**src/rtl/alu_multicycle.sv**
```systemverilog
// alu_multicycle: clocked, multi-cycle ALU between register read and writeback.
// Single-cycle ops finish one cycle after accept. MUL (shift-add) and DIV/MOD
// (restoring division) iterate one bit per cycle for WIDTH cycles.
// Handshake: a transfer happens on a rising edge where valid and ready are both
// high; in_ready is high only in IDLE, out_valid only in DONE, and DONE holds the
// result stable until out_ready is seen high.
// Optional feature: define ALU_MC_OVERFLOW_EN to add the 'overflow' output.
// dbg_state exposes the FSM state for observation.
module alu_multicycle #(
  parameter int WIDTH = 32,
  parameter int CNT_W = $clog2(WIDTH) + 1
) (
  input  logic             clock,
  input  logic             reset,
  input  logic             in_valid,
  output logic             in_ready,
  input  logic [WIDTH-1:0] data1,
  input  logic [WIDTH-1:0] data2,
  input  logic [5:0]       operation,
  output logic             out_valid,
  input  logic             out_ready,
  output logic [WIDTH-1:0] aluResult,
  output logic             zero,
  output logic             div_by_zero,
`ifdef ALU_MC_OVERFLOW_EN
  output logic             overflow,
`endif
  output logic [2:0]       dbg_state
);

  localparam logic [5:0] OP_ADD  = 6'b000001;
  localparam logic [5:0] OP_SUB  = 6'b000010;
  localparam logic [5:0] OP_AND  = 6'b000011;
  localparam logic [5:0] OP_OR   = 6'b000100;
  localparam logic [5:0] OP_XOR  = 6'b000101;
  localparam logic [5:0] OP_NOT  = 6'b000110;
  localparam logic [5:0] OP_SLL  = 6'b000111;
  localparam logic [5:0] OP_SRL  = 6'b001000;
  localparam logic [5:0] OP_MUL  = 6'b001001;
  localparam logic [5:0] OP_DIV  = 6'b001010;
  localparam logic [5:0] OP_MOD  = 6'b001011;
  localparam logic [5:0] OP_PASSB = 6'b100000;
  localparam logic [5:0] OP_SUB2 = 6'b100001;
  localparam logic [5:0] OP_EQ   = 6'b100010;

  // Shift amounts at or above this limit produce zero.
  localparam logic [WIDTH-1:0] SH_LIM = WIDTH'(WIDTH);
  localparam logic [CNT_W-1:0] CNT_START = CNT_W'(WIDTH);

`ifdef ALU_MC_OVERFLOW_EN
  // Full double-width product so bits above WIDTH can flag overflow.
  localparam int PW = 2 * WIDTH;
`else
  localparam int PW = WIDTH;
`endif

  typedef enum logic [2:0] {
    S_IDLE = 3'd0,
    S_EXEC = 3'd1,
    S_MUL  = 3'd2,
    S_DIV  = 3'd3,
    S_DONE = 3'd4
  } state_t;

  state_t state, state_nx;

  // Operands and opcode captured at accept.
  logic [WIDTH-1:0] op_a, op_b;
  logic [5:0]       opc;
  logic [CNT_W-1:0] cnt;

  // Multiplier working registers.
  logic [PW-1:0]    acc, mcand;
  logic [WIDTH-1:0] mplier;

  // Divider working registers: partial remainder and dividend/quotient shifter.
  logic [WIDTH-1:0] rem, quot;
  logic [WIDTH:0]   rem_sh;
  logic [WIDTH-1:0] rem_sub;
  logic             rem_ge;

  logic             accept;
  logic             iter_last;
  logic             load_res;
  logic [WIDTH-1:0] exec_res;
  logic [WIDTH-1:0] res_nx;
  logic             dbz_nx;
`ifdef ALU_MC_OVERFLOW_EN
  logic             exec_ovf;
  logic             ovf_nx;
`endif

  assign accept    = in_valid && (state == S_IDLE);
  assign iter_last = (cnt == '0);
  assign in_ready  = (state == S_IDLE);
  assign out_valid = (state == S_DONE);
  assign dbg_state = state;

  // One restoring-division step: shift in next dividend bit, subtract if it fits.
  // When rem_sh >= op_b the true difference is below 2^WIDTH, so the modular
  // WIDTH-bit subtraction is exact.
  assign rem_sh  = {rem, quot[WIDTH-1]};
  assign rem_ge  = (rem_sh >= {1'b0, op_b});
  assign rem_sub = rem_sh[WIDTH-1:0] - op_b;

  // State register.
  always_ff @(posedge clock or posedge reset) begin
    if (reset) state <= S_IDLE;
    else       state <= state_nx;
  end

  // Next-state logic; MUL/DIV leave only when the counter has reached zero.
  always_comb begin
    state_nx = state;
    unique case (state)
      S_IDLE: begin
        if (in_valid) begin
          if (operation == OP_MUL)                              state_nx = S_MUL;
          else if (operation == OP_DIV || operation == OP_MOD) state_nx = S_DIV;
          else                                                  state_nx = S_EXEC;
        end
      end
      S_EXEC: state_nx = S_DONE;
      S_MUL:  if (iter_last) state_nx = S_DONE;
      S_DIV:  if (iter_last) state_nx = S_DONE;
      S_DONE: if (out_ready) state_nx = S_IDLE;
      default: state_nx = S_IDLE;
    endcase
  end

  // Single-cycle operation results from the latched operands.
  always_comb begin
    exec_res = op_a;
    unique case (opc)
      OP_ADD:   exec_res = op_a + op_b;
      OP_SUB:   exec_res = op_a - op_b;
      OP_AND:   exec_res = op_a & op_b;
      OP_OR:    exec_res = op_a | op_b;
      OP_XOR:   exec_res = op_a ^ op_b;
      OP_NOT:   exec_res = ~op_a;
      OP_SLL:   exec_res = (op_b >= SH_LIM) ? '0 : (op_a << op_b);
      OP_SRL:   exec_res = (op_b >= SH_LIM) ? '0 : (op_a >> op_b);
      OP_PASSB: exec_res = op_b;
      OP_SUB2:  exec_res = op_a - op_b;
      OP_EQ:    exec_res = {{(WIDTH-1){1'b0}}, (op_a == op_b)};
      default:  exec_res = op_a;
    endcase
  end

`ifdef ALU_MC_OVERFLOW_EN
  // Signed overflow: result sign differs from a when operand signs make that impossible.
  always_comb begin
    exec_ovf = 1'b0;
    if (opc == OP_ADD)
      exec_ovf = (op_a[WIDTH-1] == op_b[WIDTH-1]) && (exec_res[WIDTH-1] != op_a[WIDTH-1]);
    else if (opc == OP_SUB || opc == OP_SUB2)
      exec_ovf = (op_a[WIDTH-1] != op_b[WIDTH-1]) && (exec_res[WIDTH-1] != op_a[WIDTH-1]);
  end
`endif

  // Select what the result registers load, and when.
  always_comb begin
    load_res = 1'b0;
    res_nx   = exec_res;
    dbz_nx   = 1'b0;
`ifdef ALU_MC_OVERFLOW_EN
    ovf_nx   = 1'b0;
`endif
    if (state == S_EXEC) begin
      load_res = 1'b1;
`ifdef ALU_MC_OVERFLOW_EN
      ovf_nx   = exec_ovf;
`endif
    end else if (state == S_MUL && iter_last) begin
      load_res = 1'b1;
      res_nx   = acc[WIDTH-1:0];
`ifdef ALU_MC_OVERFLOW_EN
      ovf_nx   = |acc[PW-1:WIDTH];
`endif
    end else if (state == S_DIV && iter_last) begin
      load_res = 1'b1;
      res_nx   = (opc == OP_MOD) ? rem : quot;
      dbz_nx   = (op_b == '0);
    end
  end

  // Operand capture, iteration counter and MUL/DIV working registers.
  always_ff @(posedge clock or posedge reset) begin
    if (reset) begin
      op_a   <= '0;
      op_b   <= '0;
      opc    <= '0;
      cnt    <= '0;
      acc    <= '0;
      mcand  <= '0;
      mplier <= '0;
      rem    <= '0;
      quot   <= '0;
    end else if (accept) begin
      op_a   <= data1;
      op_b   <= data2;
      opc    <= operation;
      cnt    <= CNT_START;
      acc    <= '0;
      mcand  <= PW'(data1);
      mplier <= data2;
      rem    <= '0;
      quot   <= data1;
    end else if (state == S_MUL && !iter_last) begin
      if (mplier[0]) acc <= acc + mcand;
      mcand  <= mcand << 1;
      mplier <= mplier >> 1;
      cnt    <= cnt - 1'b1;
    end else if (state == S_DIV && !iter_last) begin
      rem    <= rem_ge ? rem_sub : rem_sh[WIDTH-1:0];
      quot   <= {quot[WIDTH-2:0], rem_ge};
      cnt    <= cnt - 1'b1;
    end
  end

  // Result registers: load once per operation and hold through DONE.
  always_ff @(posedge clock or posedge reset) begin
    if (reset) begin
      aluResult   <= '0;
      zero        <= 1'b1;
      div_by_zero <= 1'b0;
    end else if (load_res) begin
      aluResult   <= res_nx;
      zero        <= (res_nx == '0);
      div_by_zero <= dbz_nx;
    end
  end

`ifdef ALU_MC_OVERFLOW_EN
  // Overflow flag, registered alongside the result.
  always_ff @(posedge clock or posedge reset) begin
    if (reset)         overflow <= 1'b0;
    else if (load_res) overflow <= ovf_nx;
  end
`endif

endmodule

```
**config.mk**
```make
export PLATFORM = sky130hd
export DESIGN_NAME = alu_multicycle
export DESIGN_NICKNAME = d
export VERILOG_FILES = /design/src/rtl/alu_multicycle.sv
export SDC_FILE = /design/constraint.sdc
export NUM_CORES = 1
export LEC_CHECK = 0
export CAP_MARGIN = 20
export CORE_ASPECT_RATIO = 1.4
export CORE_MARGIN = 1
export CORE_UTILIZATION = 57
export CTS_BUF_LIST = sky130_fd_sc_hd__clkbuf_8 sky130_fd_sc_hd__clkbuf_16
export DETAILED_ROUTE_END_ITERATION = 8
export PLACE_DENSITY_LB_ADDON = 0.3
export SYNTH_ARGS = -nofsm -noshare
export SYNTH_HDL_FRONTEND = slang
export SYNTH_SLANG_ARGS = --single-unit
export TNS_END_PERCENT = 5
```
**constraint.sdc**
```tcl
create_clock -name clock -period 9 [get_ports clock]
set_clock_uncertainty 0.1 [all_clocks]
set_input_delay 1.35 -clock clock [delete_from_list [all_inputs] [get_ports clock]]
set_output_delay 1.35 -clock clock [all_outputs]
set_load 0.005 [all_outputs]
```
==> results.txt, run 1 <==
The run finished with clean final reports. The cell type of the slowest stage on the worst timing path is sky130_fd_sc_hd__dfrtp_4. The total of buffers placed on input and output ports came out at 112. The worst-case headroom to the max-slew limit is 0.1515. The mapped netlist covers 24,730 sq um. The tree built by TritonCTS fans out to 273 sinks.

The number of slew-limit violations in the final report came out at 0. Once layout is complete, the utilization of the core stands at 0.6371. The maximum fanout count along the critical path is 43. The total core area came out at 42,430 sq um. The x dimension of the die came out at 178.1 um. The initial core utilization is 0.5830. The synthesized design contains 0 enable-type register cells. No sink is reached through more buffers than the 3 on the longest clock path.

The area of the die came out at 44,240 sq um. The routed wire length is 114,500 um. The number of buffers and inverters on the critical path came out at 2. The arrival time of the worst setup path is 6410 ps. Before antenna repair, the detailed router went through 8 iterations. The clock period minus worst slack is 6011 ps. The number of global-route vias before repair came out at 26,853. The cell count after synthesis came out at 3,108. The tool flagged a number of max-cap violations equal to 0. The layout cell share with drive strength beyond 1 is 0.07279. Fill cells in the final layout number 3,323. The overall via count from detail_route came out at 27,959. The number of placed I/O pins came out at 113.

TritonCTS built the clock tree. The worst-skew pair later-pin latency is 600 ps. The largest single stage delay on the critical path is 880 ps. The final worst-path cycle share came out at 0.6679. Yosys mapped the design onto 89 distinct sky130hd cell types. In the final timing run, aggregate negative setup slack is 0 ps. At the end of the flow, the number of nets in the layout was 3,307. In this run the static leakage power is 0.01125 uW. CTS placed an instance of sky130_fd_sc_hd__clkbuf_16 at the clock tree root. The final instance count without filler cells came out at 3,638. The number of DRC violations after detailed-routing iteration 0 is 4,767. From synthesis to final layout, the design area changed by 9.277%. The final weighted congestion in routability-driven placement came out at 1.145.

In this design, the largest share of critical-path delay is due to compound AO/OA/AOI/OAI gates. After synthesis the netlist holds a flip-flop and latch count of 273. The critical path depth in cells is 15. The worst setup path is of the reg2reg kind.

The number of warning messages in the yosys log is 0. The transition time at the pin with the least slew margin came out at 1273 ps. The share of synthesized flip-flops with an asynchronous set or reset is 1.000. The worst path meets setup with 2989 ps of slack.

The number of setup buffers added after CTS is 0. The tightest min-delay check is of the reg2reg type. The instance count after placement with tap cells included is 3,582. The number of nets still failing antenna checks after routing is 0. Traced cell by cell, the critical path runs through inv_1 > ha_1 > nor2b_1 > o21ai_0 > a21boi_0 > o41ai_2 > o211ai_1 > a211oi_1 > o31ai_1 > a31oi_1 > o21ai_1 > a31oi_4 > buf_4 > mux2_2 > o21ai_0. Across every metal layer, demand over resource in global routing totals 0.5132.

Measured in cells, the most critical reg-to-reg path has a length of 15. The initial antenna violation count was 11. The primary flip-flop cell chosen by synthesis mapping is sky130_fd_sc_hd__dfrtp_1. The register area share after synthesis came out at 0.2762. The total grt overflow is 0. The TritonCTS buffer count is 29. The portion of synthesized cell area occupied by the leading cell type is 0.2752. The die boundary height is 248.5 um.

The count of endpoints failing hold in the final timing report was 0. The cell with the most instances after synthesis is sky130_fd_sc_hd__nand2_1. The cell depth of the worst hold path is 2. The routed length per instance is 31.47 um.

The number of setup violations in the final report is 0. A synthesized cell averages 7.958 sq um. The worst ir drop on vdd is 0.1639 mV. The placed wire-length estimate is 81,870 um. The highest clock rate came out at 166.4 MHz. By count the netlist is led by sky130_fd_sc_hd__nand2_1, sky130_fd_sc_hd__o21ai_0, sky130_fd_sc_hd__dfrtp_1. STA classifies the critical path endpoint as a flip-flop. The power density over the cells is 93.35 nW/um^2.

sky130_fd_sc_hd__dfrtp_1 takes more of the synthesized area than any other cell. The number of resized instances in the post-cts repair step came out at 0. Setup repair after global routing left no endpoint under its margin. The total of hold buffers inserted after clock tree synthesis came out at 0.

Entering global routing, the biggest net connects 158 pins. The wire length of the first global-routing pass came out at 169,800 um. The H-tree level count is 1. Clock-pin slew was measured on the worst setup and hold paths at 70 ps.

In the post-synthesis netlist, the biggest area contributors are sky130_fd_sc_hd__dfrtp_1, sky130_fd_sc_hd__ha_1, sky130_fd_sc_hd__mux2i_1, sky130_fd_sc_hd__nand2_1, sky130_fd_sc_hd__o21ai_0. The worst setup path is launched from a flip-flop. The setup slack after placement is 3263 ps.

The via density per instance came out at 7.685. In this design, the critical path's most frequently occurring cell is sky130_fd_sc_hd__o21ai_0. The number of rows in the core area is 89. Synthesis produced a netlist with a net count of 3,345.

Data on the critical path is required at its endpoint by 9400 ps. In the routed design, unresolved DRC markers number 0.
## final timing paths
path                       slack (ps)                 startpoint                         to
setup / recovery                 2990        op_b[1]$_DFFE_PP0P_         rem[0]$_DFFE_PP0P_
hold / removal                    380  aluResult[18]$_DFFE_PP0P_  aluResult[18]$_DFFE_PP0P_
setup reg to reg                 2990        op_b[1]$_DFFE_PP0P_         rem[0]$_DFFE_PP0P_
hold reg to reg                   380  aluResult[18]$_DFFE_PP0P_  aluResult[18]$_DFFE_PP0P_
max in group asynchronous        6030                      reset   dbg_state[0]$_DFFE_PP0P_
min in group asynchronous        1260                      reset      mcand[28]$_DFFE_PP0P_
## layout by cell type (no fill, tap or decap), drive strengths merged, types with 17 or more instances in the layout
| cell type | instances |
|---|---|
| a2111oi | 18 |
| a211oi | 40 |
| a21o | 41 |
| a21oi | 192 |
| a221oi | 20 |
| a31oi | 60 |
| and3 | 21 |
| buf | 54 |
| clkbuf | 35 |
| clkdlybuf4s50 | 112 |
| dfrtp | 272 |
| ha | 159 |
| inv | 138 |
| mux2 | 32 |
| mux2i | 163 |
| mux4 | 40 |
| nand2 | 427 |
| nand2b | 28 |
| nand3 | 142 |
| nand4 | 20 |
| nor2 | 225 |
| nor2b | 20 |
| nor3 | 72 |
| nor4 | 25 |
| o211ai | 30 |
| o21ai | 284 |
| o22ai | 61 |
| o31ai | 19 |
| or3 | 18 |
| xnor2 | 47 |
| xor2 | 17 |
## power breakdown
| group | internal [uW] | switching (uW) | total (uW) |
|---|---|---|---|
| combinational | 29.5 | 34.9 | 64.4 |
| clock | 657 | 575 | 1230 |
| sequential | 1230 | 0 | 1230 |
| total | 1910 | 610 | 2520 |
## layer usage
layer,GRT usage,part of all wire,vias to the layer above
met5,0,0.00072,-
met4,0.3983,0.097,12
met3,0.1462,0.12,801
met2,0.7682,0.43,2579
met1,0.6151,0.34,13249
li1,-,-,11318
## worst min-delay path: stages, from the launching register on
cell and delay [ps]:
sky130_fd_sc_hd__dfrtp_1 340, sky130_fd_sc_hd__nand2_1 50, sky130_fd_sc_hd__nand2_1 50
## cell families (layout without fill, tap and decap cells)
kind of cell | count (synthesis) | count (layout) | synth area share
AND/OR/NAND/NOR | 1060 | 1060 | 0.1957
AO/OA/AOI/OAI | 949 | 949 | 0.2471
buffers and inverters | 364 | 347 | 0.05772
flip-flops | 273 | 273 | 0.2762
multiplexers | 235 | 235 | 0.1170
adder cells (fa/ha/maj) | 163 | 163 | 0.08367
XOR/XNOR | 64 | 64 | 0.02266
other | 0 | 1 | 0
## registers in the layout, indices dropped and copies added, names as in the netlist
register and cells:
acc 32, aluResult 32, cnt 6, dbg_state 3, div_by_zero 1, mcand 32, mplier 32, op_a 32
op_b 32, opc 6, quot 32, rem 32, zero 1
## final cells by class
class	count	area, sq um	area share
flip-flops and latches	273	6842	0.2531
clock inverters	19	148.9	0.005508
diodes	1	2.502	0.00009258
inverters	127	484.2	0.01791
multi-input cells	2471	16540	0.6118
clock buffers	33	780.7	0.02888
well taps	546	683.2	0.02527
repair buffers	168	1551	0.05740
## metrics by stage
step,hold WS (ps),power [uW],area [sq um]
after global placement,358.8,1312,26080
after global routing,399.9,2564,27030
after detailed placement,366.6,1313,26080
after CTS,386.7,2511,27010
after floorplan,345.1,1269,24740
final,382.5,2523,27030
No activity file was read; power rests on OpenSTA's default activity.
==> run 2, diff against run 1 <==
Settings changed: CORE_UTILIZATION 57 to 62.
Clock period 9 ns to 6 ns, I/O delays scaled along.
==> run 2 against run 1 <==
Net effect:
- worst hold slack got worse by 11 ps
- final cell count increased by 0.19%
- power increased by 48%
- non-clock buffer count increased by 28
- clock power increased by 46%
- worst setup slack got worse by 2300 ps
- critical path type unchanged
- critical endpoint is now zero$_DFFE_PP1P_
- largest cell class unchanged
- largest power group unchanged
==> results.txt, run 2 (same netlist as run 1, synthesis figures left out) <==
The run finished with clean final reports. The final weighted congestion in routability-driven placement is 1.122 (-2.1%). The number of global-route vias before repair came out at 25,510 (-5.0%).

The power density over the cells is 136.8 nW/um^2 (+47%). The wire length of the first global-routing pass is 160,100 um (-5.7%). The launch point of the worst hold path is aluResult[17]$_DFFE_PP0P_.

The clock period minus worst slack is 5316 ps (-695.2 ps). The maximum number of buffers from clock root to sink came out at 3 (unchanged). The number of setup violations in the final report was 0 (unchanged).

The worst-skew pair later-pin latency is 590 ps (about the same). The pin count of the biggest net entering global routing came to 148 (-6.3%). The count of endpoints failing hold in the final timing report came out at 0 (unchanged). The sum of internal, switching and leakage power is 3726 uW (+48%). The die boundary height came out at 238.3 um (-4.1%). By instance count, the cell type seen most on the critical path is sky130_fd_sc_hd__buf_4. The number of setup buffers added after CTS is 0 (unchanged).

The worst-case headroom to the max-slew limit came out at 0.1248 (-0.02663). The delay of the slowest critical-path stage is 820 ps (-60 ps). The maximum fanout count along the critical path came out at 13 (-70%). The initial antenna violation count came out at 11 (unchanged).

In this run the worst hold path is classified as reg2reg. The worst hold slack after final layout is 371.3 ps (-11.20 ps). The total of hold buffers inserted after clock tree synthesis came to 0 (unchanged).

The layout cell share with drive strength beyond 1 is 0.08058 (+0.007786). The via density per instance came out at 7.441 (-3.2%). The area of the die is 40,710 sq um (-8.0%).

The total routing usage reported by global routing was 0.5263 (+0.01308). The storage element area came out at 6842 sq um (unchanged). The worst setup path is of the reg2reg kind. The critical path startpoint is opc[0]$_DFFE_PP0P_.

The number of placed I/O pins was 113 (unchanged). The worst setup path is launched from a flip-flop. The number of search-and-repair iterations in the first detailed-routing pass came out at 7 (-1). The setup slack after placement is 1001 ps (-2262 ps).

The H-tree level count came out at 1 (unchanged). The total of buffers placed on input and output ports is 112 (unchanged). The number of rows in the core area is 86 (-3.4%). The placed wire-length estimate came out at 78,870 um (-3.7%). The final worst-path cycle share is 0.8860 (+0.2181). The CTS tree is yes. The transition time at the pin with the least slew margin is 1303 ps (+29.92 ps). The total core area is 39,380 sq um (-7.2%). The routed length per instance came out at 29.25 um (-7.0%).

The number of slew-limit violations in the final report is 0 (unchanged). The number of DRC violations after detailed-routing iteration 0 came to 4,399 (-7.7%). The routed wire length is 106,600 um (-6.9%). The overall via count from detail_route came out at 27,122 (-3.0%).

The startpoint identified for the worst register-to-register timing path is opc[0]$_DFFE_PP0P_. The worst ir drop on vdd came out at 0.2659 mV (+62%). The x dimension of the die is 170.8 um (-4.1%). The static leakage power came out at 0.01138 uW (+1.2%). The TritonCTS buffer count was 29 (unchanged).

The area overhead of the layout relative to synthesis came out at 10.11%. The initial core utilization is 0.6281 (+0.04506). The number of nets still failing antenna checks after routing is 0 (unchanged). The data required time at the worst endpoint was 6400 ps (-3000 ps).

The total grt overflow came out at 0 (unchanged). The highest clock rate is 188.1 MHz (+13%). The layout net count is 3,335 (+0.85%). The area of the multi-input gates came out at 16,550 sq um (about the same). On the critical path, the stage with the largest delay is an instance of sky130_fd_sc_hd__a2111oi_0.

The filler cell count in the final layout came to 3,081 (-7.3%). The DRC violations left was 0 (unchanged). The arrival time of the worst setup path is 5710 ps (-700 ps).

The total negative setup slack came out at 0 ps (unchanged). The number of resized instances in the post-cts repair step is 0 (unchanged). Setup repair after global routing left no endpoint under its margin.

The post-CTS clock slew at the launch and capture registers of the worst setup and hold paths came out at 70 ps (about the same). The smallest setup slack after layout is 684.0 ps (-2305 ps). Traced cell by cell, the critical path runs through or2_4 > or4b_4 > a211o_1 > a2111oi_0 > buf_4 > o221ai_1 > or3b_1 > mux2i_1 > o21ai_0 > buf_4 > nor2_1 > and4_1 > nand4_1 > o41ai_2. The number of max-capacitance violations reported came out at 0 (unchanged). The root buffer cell chosen for the clock tree is sky130_fd_sc_hd__clkbuf_16.

The number of sinks driven by the clock tree came to 273 (unchanged). The worst setup path is captured at a flip-flop. The top cell types in the final layout, fill and taps aside, are sky130_fd_sc_hd__nand2_1, sky130_fd_sc_hd__o21ai_0, sky130_fd_sc_hd__dfrtp_1.

The most common library cell in the layout ignoring fill and taps is sky130_fd_sc_hd__nand2_1.
[run 2: changes by cell type in the layout (fill, tap and decap cells not counted), moves of 2 or more]
cell	delta
sky130_fd_sc_hd__buf_12	+2
sky130_fd_sc_hd__clkbuf_8	+2
sky130_fd_sc_hd__inv_6	-3
sky130_fd_sc_hd__buf_4	+25
[run 2: metal layers]
layer  part of all wire  track usage  vias up  routed length [um]
li1                   -            -    11368                   -
met1               0.35       0.6381    12886               37180
met2               0.43       0.7852     2242               45970
met3               0.13       0.1630      614               13440
met4              0.093       0.3864       12                9919
met5             0.0011            0        -                 119
[run 2: layout make-up]
class / instances / area share
diodes: 2 / 0.0001838
clock buffers: 35 / 0.02968
clock inverters: 13 / 0.003675
repair buffers: 196 / 0.06560
flip-flops and latches: 273 / 0.2512
well taps: 528 / 0.02426
inverters: 127 / 0.01764
multi-input cells: 2471 / 0.6078
[run 2: through the flow]
step,instances,utilization,cell area (sq um)
floorplan,3108,-,24740
global placement,3590,0.6672,26280
detailed placement,3592,0.6674,26290
CTS,3640,0.6905,27190
global route,3644,0.6915,27230
finish,3645,0.6916,27240
[run 2: final timing paths]
kind	end	slack, ps	cells past startpoint
max	zero$_DFFE_PP1P_	680	14
min	aluResult[17]$_DFFE_PP0P_	370	2
max reg2reg	zero$_DFFE_PP1P_	680	14
min reg2reg	aluResult[17]$_DFFE_PP0P_	370	2
max in group asynchronous	op_b[1]$_DFFE_PP0P_	3840	3
min in group asynchronous	op_a[29]$_DFFE_PP0P_	610	2
[run 2: critical path, delay by kind of cell, from the launching register on]
family          cells  cell delay [ps]
simple gates        6             1910
mux                 1              140
buf+inv             2              480
flops               1              520
compound gates      5             2080
[run 2: where the power goes]
part	total [uW]	switching [uW]	internal, uW
clock	1790	798	993
combinational	95.3	49.6	45.7
sequential	1840	0	1840
